## config.mk

```make
export PLATFORM = sky130hd
export DESIGN_NAME = program_loader_flat
export DESIGN_NICKNAME = d
export VERILOG_FILES = /design/src/rtl/cpu_pkg.sv /design/src/rtl/program_loader_if.sv /design/src/rtl/loader_timeout.sv /design/src/rtl/program_loader.sv /design/src/flat_wrapper.sv
export SDC_FILE = /design/constraint.sdc
export NUM_CORES = 1
export LEC_CHECK = 0
export BUFFER_PORTS_ARGS = -buffer_cell sky130_fd_sc_hd__buf_4
export CAP_MARGIN = 20
export CORE_ASPECT_RATIO = 1.1
export CORE_MARGIN = 3
export CORE_UTILIZATION = 45
export CTS_CLUSTER_DIAMETER = 30
export CTS_CLUSTER_SIZE = 14
export DETAILED_ROUTE_END_ITERATION = 16
export PLACE_DENSITY_LB_ADDON = 0.05
export SETUP_SLACK_MARGIN = 0.15
export SYNTH_ARGS = -nofsm -noshare
export SYNTH_HDL_FRONTEND = slang
export SYNTH_SLANG_ARGS = --single-unit
```

## constraint.sdc

```tcl
create_clock -name clk -period 4.59 [get_ports clk]
set_input_delay 0.459 -clock clk [delete_from_list [all_inputs] [get_ports clk]]
set_output_delay 0.459 -clock clk [all_outputs]
set_load 0.005 [all_outputs]
```

## src/rtl/cpu_pkg.sv

```systemverilog
// Shared definitions for the small CPU, its program loader and the bench.
package cpu_pkg;

    // Instruction opcodes (upper nibble of an instruction byte)
    localparam logic [3:0] OpNop = 4'h0;
    localparam logic [3:0] OpLda = 4'h1;
    localparam logic [3:0] OpAdd = 4'h2;
    localparam logic [3:0] OpOut = 4'h3;
    localparam logic [3:0] OpJmp = 4'h4;
    localparam logic [3:0] OpSta = 4'h5;

    // Loader framing defaults
    localparam logic [7:0]  SyncByteDefault = 8'hA5;
    localparam int unsigned RamAddrW        = 4;
    localparam int unsigned RamDepthDefault = 16;

    typedef enum logic [2:0] {
        StWaitSync,
        StGetLen,
        StGetData,
        StGetSum,
        StRun,
        StError
    } loader_state_e;

endpackage

```

## src/rtl/program_loader_if.sv

```systemverilog
// Byte-stream input and RAM write port of the program loader.
interface program_loader_if;
    import cpu_pkg::*;

    logic [7:0]          rx_data;
    logic                rx_valid;
    logic                rx_ready;
    logic                ram_we;
    logic [RamAddrW-1:0] ram_addr;
    logic [7:0]          ram_wdata;

    // Byte source / RAM side
    modport master (
        output rx_data, rx_valid,
        input  rx_ready, ram_we, ram_addr, ram_wdata
    );

    // Loader side
    modport slave (
        input  rx_data, rx_valid,
        output rx_ready, ram_we, ram_addr, ram_wdata
    );

endinterface

```

## src/rtl/loader_timeout.sv

```systemverilog
// Inter-byte watchdog: a down-counter reloaded on every accepted byte and
// parked at its reload value while no frame is in progress.
module loader_timeout #(
    parameter int unsigned TIMEOUT_CYCLES = 1000000
) (
    input  logic clk,
    input  logic rst,
    input  logic active,   // a frame is being received
    input  logic kick,     // a byte was accepted this cycle
    output logic expired   // this idle cycle is the last one allowed
);

    localparam int unsigned     CntW    = $clog2(TIMEOUT_CYCLES + 1);
    localparam logic [CntW-1:0] LoadVal = CntW'(TIMEOUT_CYCLES - 1);

    logic [CntW-1:0] count_q, count_d;

    // Reload on a byte or outside a frame, otherwise count down idle cycles
    always_comb begin
        count_d = count_q;
        if (!active || kick) begin
            count_d = LoadVal;
        end else if (count_q != '0) begin
            count_d = count_q - CntW'(1);
        end
        // An acceptance in the expiring cycle wins over the timeout
        expired = active && !kick && (count_q == '0);
    end

    // Counter register
    always_ff @(posedge clk or posedge rst) begin
        if (rst) begin
            count_q <= '0;
        end else begin
            count_q <= count_d;
        end
    end

endmodule

```

## src/rtl/program_loader.sv

```systemverilog
// Receives a framed byte stream (sync, length, payload, checksum), writes the
// payload into the program RAM and releases the CPU once the checksum matches.
module program_loader
    import cpu_pkg::*;
#(
    parameter logic [7:0]  SYNC_BYTE      = SyncByteDefault,
    parameter int unsigned RAM_DEPTH      = RamDepthDefault,
    parameter int unsigned TIMEOUT_CYCLES = 1000000
) (
    input  logic             clk,
    input  logic             rst,
    program_loader_if.slave  bus,
    output logic             cpu_halt,
    output logic             cpu_restart,
    output logic             load_done,
    output logic             load_error
);

    localparam int unsigned LenW   = $clog2(RAM_DEPTH + 1);
    localparam logic [7:0]  MaxLen = 8'(RAM_DEPTH);

    loader_state_e       state_q, state_d;
    logic [LenW-1:0]     len_q, len_d;
    logic [LenW-1:0]     idx_q, idx_d;
    logic [7:0]          sum_q, sum_d;
    logic                ram_we_q, ram_we_d;
    logic [RamAddrW-1:0] addr_q, addr_d;
    logic [7:0]          wdata_q, wdata_d;
    logic                halt_q, halt_d;
    logic                restart_q, restart_d;
    logic                done_q, done_d;
    logic                err_q, err_d;

    logic            accept;
    logic            is_sync;
    logic            to_error;
    logic            frame_active;
    logic            timed_out;
    logic [LenW-1:0] idx_inc;

    // Never back-pressured, so every valid byte is a transfer
    assign accept       = bus.rx_valid;
    assign is_sync      = (bus.rx_data == SYNC_BYTE);
    assign idx_inc      = idx_q + LenW'(1);
    assign frame_active = (state_q == StGetLen) || (state_q == StGetData)
                       || (state_q == StGetSum);

    loader_timeout #(
        .TIMEOUT_CYCLES(TIMEOUT_CYCLES)
    ) u_timeout (
        .clk     (clk),
        .rst     (rst),
        .active  (frame_active),
        .kick    (accept),
        .expired (timed_out)
    );

    // Next-state and registered-output logic of the framing FSM
    always_comb begin
        state_d   = state_q;
        len_d     = len_q;
        idx_d     = idx_q;
        sum_d     = sum_q;
        ram_we_d  = 1'b0;
        addr_d    = addr_q;
        wdata_d   = wdata_q;
        halt_d    = halt_q;
        restart_d = 1'b0;
        done_d    = done_q;
        err_d     = err_q;
        to_error  = 1'b0;

        unique case (state_q)
            StWaitSync: begin
                if (accept && is_sync) begin
                    state_d = StGetLen;
                    idx_d   = '0;
                    sum_d   = '0;
                end
            end
            StGetLen: begin
                if (accept) begin
                    if (bus.rx_data != 8'd0 && bus.rx_data <= MaxLen) begin
                        len_d   = LenW'(bus.rx_data);
                        state_d = StGetData;
                    end else begin
                        to_error = 1'b1;
                    end
                end else if (timed_out) begin
                    to_error = 1'b1;
                end
            end
            StGetData: begin
                // Sync bytes are ordinary payload here
                if (accept) begin
                    ram_we_d = 1'b1;
                    addr_d   = idx_q[RamAddrW-1:0];
                    wdata_d  = bus.rx_data;
                    idx_d    = idx_inc;
                    sum_d    = sum_q + bus.rx_data;
                    if (idx_inc == len_q) begin
                        state_d = StGetSum;
                    end
                end else if (timed_out) begin
                    to_error = 1'b1;
                end
            end
            StGetSum: begin
                if (accept) begin
                    if (bus.rx_data == sum_q) begin
                        state_d   = StRun;
                        restart_d = 1'b1;
                        halt_d    = 1'b0;
                        done_d    = 1'b1;
                        err_d     = 1'b0;
                    end else begin
                        to_error = 1'b1;
                    end
                end else if (timed_out) begin
                    to_error = 1'b1;
                end
            end
            StRun: begin
                // A new frame halts the CPU on the very edge the sync arrives
                if (accept && is_sync) begin
                    state_d = StGetLen;
                    halt_d  = 1'b1;
                    done_d  = 1'b0;
                    idx_d   = '0;
                    sum_d   = '0;
                end
            end
            StError: begin
                if (accept && is_sync) begin
                    state_d = StGetLen;
                    err_d   = 1'b0;
                    idx_d   = '0;
                    sum_d   = '0;
                end
            end
            default: begin
                state_d = StWaitSync;
                halt_d  = 1'b1;
            end
        endcase

        if (to_error) begin
            state_d = StError;
            err_d   = 1'b1;
            done_d  = 1'b0;
            halt_d  = 1'b1;
        end
    end

    // State and output registers
    always_ff @(posedge clk or posedge rst) begin
        if (rst) begin
            state_q   <= StWaitSync;
            len_q     <= '0;
            idx_q     <= '0;
            sum_q     <= '0;
            ram_we_q  <= 1'b0;
            addr_q    <= '0;
            wdata_q   <= '0;
            halt_q    <= 1'b1;
            restart_q <= 1'b0;
            done_q    <= 1'b0;
            err_q     <= 1'b0;
        end else begin
            state_q   <= state_d;
            len_q     <= len_d;
            idx_q     <= idx_d;
            sum_q     <= sum_d;
            ram_we_q  <= ram_we_d;
            addr_q    <= addr_d;
            wdata_q   <= wdata_d;
            halt_q    <= halt_d;
            restart_q <= restart_d;
            done_q    <= done_d;
            err_q     <= err_d;
        end
    end

    assign bus.rx_ready  = 1'b1;
    assign bus.ram_we    = ram_we_q;
    assign bus.ram_addr  = addr_q;
    assign bus.ram_wdata = wdata_q;
    assign cpu_halt      = halt_q;
    assign cpu_restart   = restart_q;
    assign load_done     = done_q;
    assign load_error    = err_q;

endmodule

```

## src/flat_wrapper.sv

```systemverilog
// flat-port wrapper written by rule: the top's interface ports become plain ports
module program_loader_flat import cpu_pkg::*;
#(
    parameter logic [7:0]  SYNC_BYTE      = SyncByteDefault,
    parameter int unsigned RAM_DEPTH      = RamDepthDefault,
    parameter int unsigned TIMEOUT_CYCLES = 1000000
)
  (clk, rst, cpu_halt, cpu_restart, load_done, load_error, bus_rx_data, bus_rx_valid, bus_rx_ready, bus_ram_we, bus_ram_addr, bus_ram_wdata);
  program_loader_if bus_i ();
  input  logic clk;
  input  logic rst;
  output logic cpu_halt;
  output logic cpu_restart;
  output logic load_done;
  output logic load_error;
  input wire logic [$bits(bus_i.rx_data)-1:0] bus_rx_data;
  input wire logic [$bits(bus_i.rx_valid)-1:0] bus_rx_valid;
  output wire logic [$bits(bus_i.rx_ready)-1:0] bus_rx_ready;
  output wire logic [$bits(bus_i.ram_we)-1:0] bus_ram_we;
  output wire logic [$bits(bus_i.ram_addr)-1:0] bus_ram_addr;
  output wire logic [$bits(bus_i.ram_wdata)-1:0] bus_ram_wdata;
  assign bus_i.rx_data = bus_rx_data;
  assign bus_i.rx_valid = bus_rx_valid;
  assign bus_rx_ready = bus_i.rx_ready;
  assign bus_ram_we = bus_i.ram_we;
  assign bus_ram_addr = bus_i.ram_addr;
  assign bus_ram_wdata = bus_i.ram_wdata;
  program_loader #(.SYNC_BYTE(SYNC_BYTE), .RAM_DEPTH(RAM_DEPTH), .TIMEOUT_CYCLES(TIMEOUT_CYCLES)) u_core (.clk(clk), .rst(rst), .bus(bus_i), .cpu_halt(cpu_halt), .cpu_restart(cpu_restart), .load_done(load_done), .load_error(load_error));
endmodule
```

==> reports/results.txt <==
The hold violation total from the final report came out at 0. The count of final max-slew check failures was 0. The kind of cell with the highest combined delay along the critical path is simple AND/OR/NAND/NOR gates. The first detailed-routing pass ran for 4 iterations.

Longest individual stage delay on the worst path: 0.40 ns. The arrival time of the worst setup path came out at 2.42 ns. The async set-or-reset flop fraction in the synthesized netlist came out at 1.00. The critical path starts at u_core.sum_q[3]. Across all layers, the routed design uses 2368 vias. For the largest net degree at the start of global routing, the log shows 59. The most frequently used flop master after synthesis was sky130_fd_sc_hd__dfrtp_1.

Post-synthesis to final-layout area growth: 13.6%. Of all nets on the critical path, the largest fanout is 5. TritonCTS built the clock tree.

The worst setup path is launched from a flop. For the number of antenna violations at the first check in global routing, the log shows 0. The tools report the part of the power in combinational logic as 0.308.

Wires add up to 6690 um. The number of different library cells used by synthesis comes to 55. The type of the worst setup path was reg2reg. The wire-length estimate of the detail-placed layout is 4690 um. The first global-routing pass estimated 11700 um of wire.

The repair_antennas step left the layout with diodes totalling 0. The congestion estimate from routability-driven global placement came to 0.859. The worst register-to-register path ends at u_core.state_q[0].

The count of state elements after synthesis works out to 58. The run gives 0.445 as the sequential share of power. Element type at the critical path end: a flop. The post-CTS resize count is 0. The internal power component was 1020 uW.

In this run the register-to-register setup slack is 2.37 ns. For the met1 track utilization from global routing, the log shows 0.235. For this run the aggregate overflow at the end of global routing stands at 0. In the final layout, flip-flops and latches occupy 1450 um2. The logs give 0 for the synthesis warning total and 0.0518 for the met3 track demand over resource. The all-layer global routing usage came out at 0.188.

Once the clock tree was built, the setup fixing pass inserted 0 buffers. The met2 track utilization from global routing was 0.298. The run finished with clean final reports. The clock tree synthesis step divided the H-tree into 3 levels. The average via count per standard cell works out to 5.57.

The clock group share of total power was 0.247; the clock period minus worst slack was 2.22 ns. The DRC violations left came out at 0. The accumulated negative setup slack is 0 ns. The clock latency reported for the late side of the worst-skew pair was 0.33 ns.

Walking the worst path, the cells encountered are ha_1 > nor4_1 > and3_1 > o211ai_1 > a2111oi_0 > o21ai_0. The number of fillers in the final layout came out at 658. Setup violations remaining at the end of the flow were counted as 0.

Worst slew slack as a fraction of its limit: 0.473. The finished layout holds 425 standard cells, fillers aside. The slowest stage of the critical path belongs to the cell sky130_fd_sc_hd__dfrtp_1. For the overall die area, the log shows 8050 um2. For the worst path setup slack after routing, the log shows 2.37 ns. CTS placed an instance of sky130_fd_sc_hd__clkbuf_8 at the clock tree root. The average cell area after synthesis was 10.2 um2; the number of global-route vias before repair was 2386.

At the pin with the least slew margin, the transition time is 0.785 ns. Across the VDD grid, the largest voltage drop is 0.000252 V. When the netlist entered floorplanning its net count stood at 332.

Setup repair after global routing left no endpoint under its margin. The logs give 3160 um2 for the area of the mapped netlist and 0.00838 ns for the clock skew after layout. The min-delay analysis places its worst path in the category in2async.

The most critical setup path has its endpoint at u_core.state_q[0]. Across the run, the number of max-cap violations was 0. After global routing, the most crowded layer is met2. The logs give 0 for the cts-stage hold buffer count and 2 for the maximum count of clock buffers along a single path. The proportion of layout cells with a drive suffix above 1 was 0.222. The count of placed standard cells including taps was 410; the number of synthesized flops with an enable pin was 0. The total I/O pin count came out at 29.

The buffer and inverter count on the worst path is 0, and the data required time of the critical path is 4.79 ns. For this design the ratio of total power to cell area is 438 nW/um2. The startpoint identified for the worst register-to-register timing path is u_core.sum_q[3]. The die outline height came out at 93.8 um. The switching share of power came out at 0.352.

At the placement stage, the worst setup path has a slack of 2.15 ns. Average routed wire per standard cell: 15.7 um. The analysis attributes to cell leakage a power of 0.00159 uW. The die boundary width was 85.8 um; the quantity of I/O buffers inserted on ports was 27. For the switching power summed over all nets, the log shows 553 uW. The number of nets at the end of the flow came out at 361.

For this block, the initial DRC count from the detailed router was 84. The multi-input combinational cell area is 1620 um2. The floorplan has 31 rows.

The period utilization was 0.483; the sink count of the clock tree was 58. The post-detailed-placement cell area was 3430 um2; the count of antenna-violating nets left after detailed routing was 0. Sequential element share of the synthesized area: 0.460. The peak clock frequency supported by timing was 0.451 GHz. Counting cells, the worst reg-to-reg path comes to 6. The instance count of the mapped netlist came out at 310. In this run the standard cell core region covers 6710 um2. Counting the buffers created by CTS gives 9. Clock-pin slew was measured on the worst setup and hold paths at 0.06 ns. The initial core utilization is 0.470. Summing all non-filler instances in the final layout gives an area of 3580 um2. Counting buffers and inverters, the worst setup path is 6 cells deep.
==> metrics by stage <==
| step | total power (uW) | hold slack (ns) | util |
|---|---|---|---|
| after global placement | 1190 | 0.490 | 0.511 |
| after floorplan | 1040 | 0.453 | - |
| after detailed placement | 1190 | 0.487 | 0.511 |
| after global routing | 1690 | 0.379 | 0.534 |
| final | 1570 | 0.328 | 0.534 |
| after CTS | 1590 | 0.359 | 0.534 |
==> area by class of cell <==
class                           count  share of cell area
Sequential cell                    58               0.405
Multi-Input combinational cell    231               0.451
Tap cell                           82              0.0286
Clock buffer                       12              0.0377
Timing Repair Buffer               30              0.0628
Inverter                            9             0.00942
Clock inverter                      3             0.00489
==> worst min-delay path by stage <==
stage	startpoint	endpoint	slack (ns)
after global routing	rst	u_core.bus.ram_addr[3]	0.38
after CTS	rst	u_core.bus.ram_we	0.36
after floorplan	u_core.sum_q[2]	u_core.sum_q[2]	0.45
after global placement	u_core.sum_q[0]	u_core.sum_q[0]	0.49
after detailed placement	u_core.sum_q[5]	u_core.sum_q[5]	0.49
final	rst	u_core.bus.ram_addr[3]	0.33
==> registers in the layout, summed over array words and instances, names as in the netlist <==
name                      flops
u_core.cpu_restart            1
u_core.bus.ram_addr           4
u_core.bus.ram_we             1
u_core.cpu_halt               1
u_core.sum_q                  8
u_core.u_timeout.count_q     20
u_core.load_error             1
u_core.state_q                3
u_core.load_done              1
u_core.bus.ram_wdata          8
u_core.len_q                  5
u_core.idx_q                  5
==> cells in the mapped netlist (3+ instances only) <==
cell type                  instances  share of area
sky130_fd_sc_hd__o21ai_0           9          0.014
sky130_fd_sc_hd__nand2_1          31          0.037
sky130_fd_sc_hd__xor2_1            9          0.025
sky130_fd_sc_hd__nor4_1            6          0.012
sky130_fd_sc_hd__nor2_1           23          0.027
sky130_fd_sc_hd__or3_1             3         0.0059
sky130_fd_sc_hd__clkbuf_1          9          0.011
sky130_fd_sc_hd__dfrtp_1          57           0.45
sky130_fd_sc_hd__ha_1             10          0.040
sky130_fd_sc_hd__o31ai_1           6          0.014
sky130_fd_sc_hd__nor3b_1           3         0.0071
sky130_fd_sc_hd__inv_1             8         0.0095
sky130_fd_sc_hd__mux2_2           19          0.068
sky130_fd_sc_hd__nand3_1          11          0.017
sky130_fd_sc_hd__o211ai_1          7          0.017
sky130_fd_sc_hd__nand2b_1          4         0.0079
sky130_fd_sc_hd__a21oi_1          10          0.016
sky130_fd_sc_hd__nor3_1           15          0.024
sky130_fd_sc_hd__a41oi_1           3         0.0083
sky130_fd_sc_hd__xnor2_1          21          0.058
==> worst min-delay path, stage by stage <==
cell and delay, ns:
sky130_fd_sc_hd__buf_4 0.11, sky130_fd_sc_hd__inv_2 0.03, sky130_fd_sc_hd__buf_4 0.57
==> cells by family (layout without fill, tap and decap cells) <==
logic type      Yosys count  after routing  synth area share
buf+inv                  21             54            0.0270
xor+xnor                 30             30            0.0833
mux                      19             19            0.0678
flops                    58             58             0.460
simple gates            117            117             0.199
compound gates           53             53             0.116
other cells               1              1           0.00119
fa+ha+maj                11             11            0.0460
==> cells in the final DEF (no fill, tap or decap), drive strengths merged, types with 11 or more instances in the layout <==
cell type   n
dfrtp      57
xnor2      21
nor2       25
nor3       16
buf        30
clkbuf     12
mux2       19
nand2      31
nand3      11
o21ai      11
==> per-layer routing <==
layer | up-vias | routed length [um]
met2 | 60 | 3210
met1 | 1135 | 3040
met5 | - | 0
met3 | 16 | 285
li1 | 1157 | -
met4 | 0 | 165
==> power groups by stage <==
stage / sequential, uW / combinational (uW) / clock, uW
3_3_place_gp: 707 / 485 / 0
2_1_floorplan: 664 / 381 / 0
3_5_place_dp: 705 / 489 / 0
4_1_cts: 698 / 489 / 403
6_report: 698 / 483 / 388
5_1_grt: 712 / 551 / 431
Note: power is estimated with default switching activity, not from simulation.
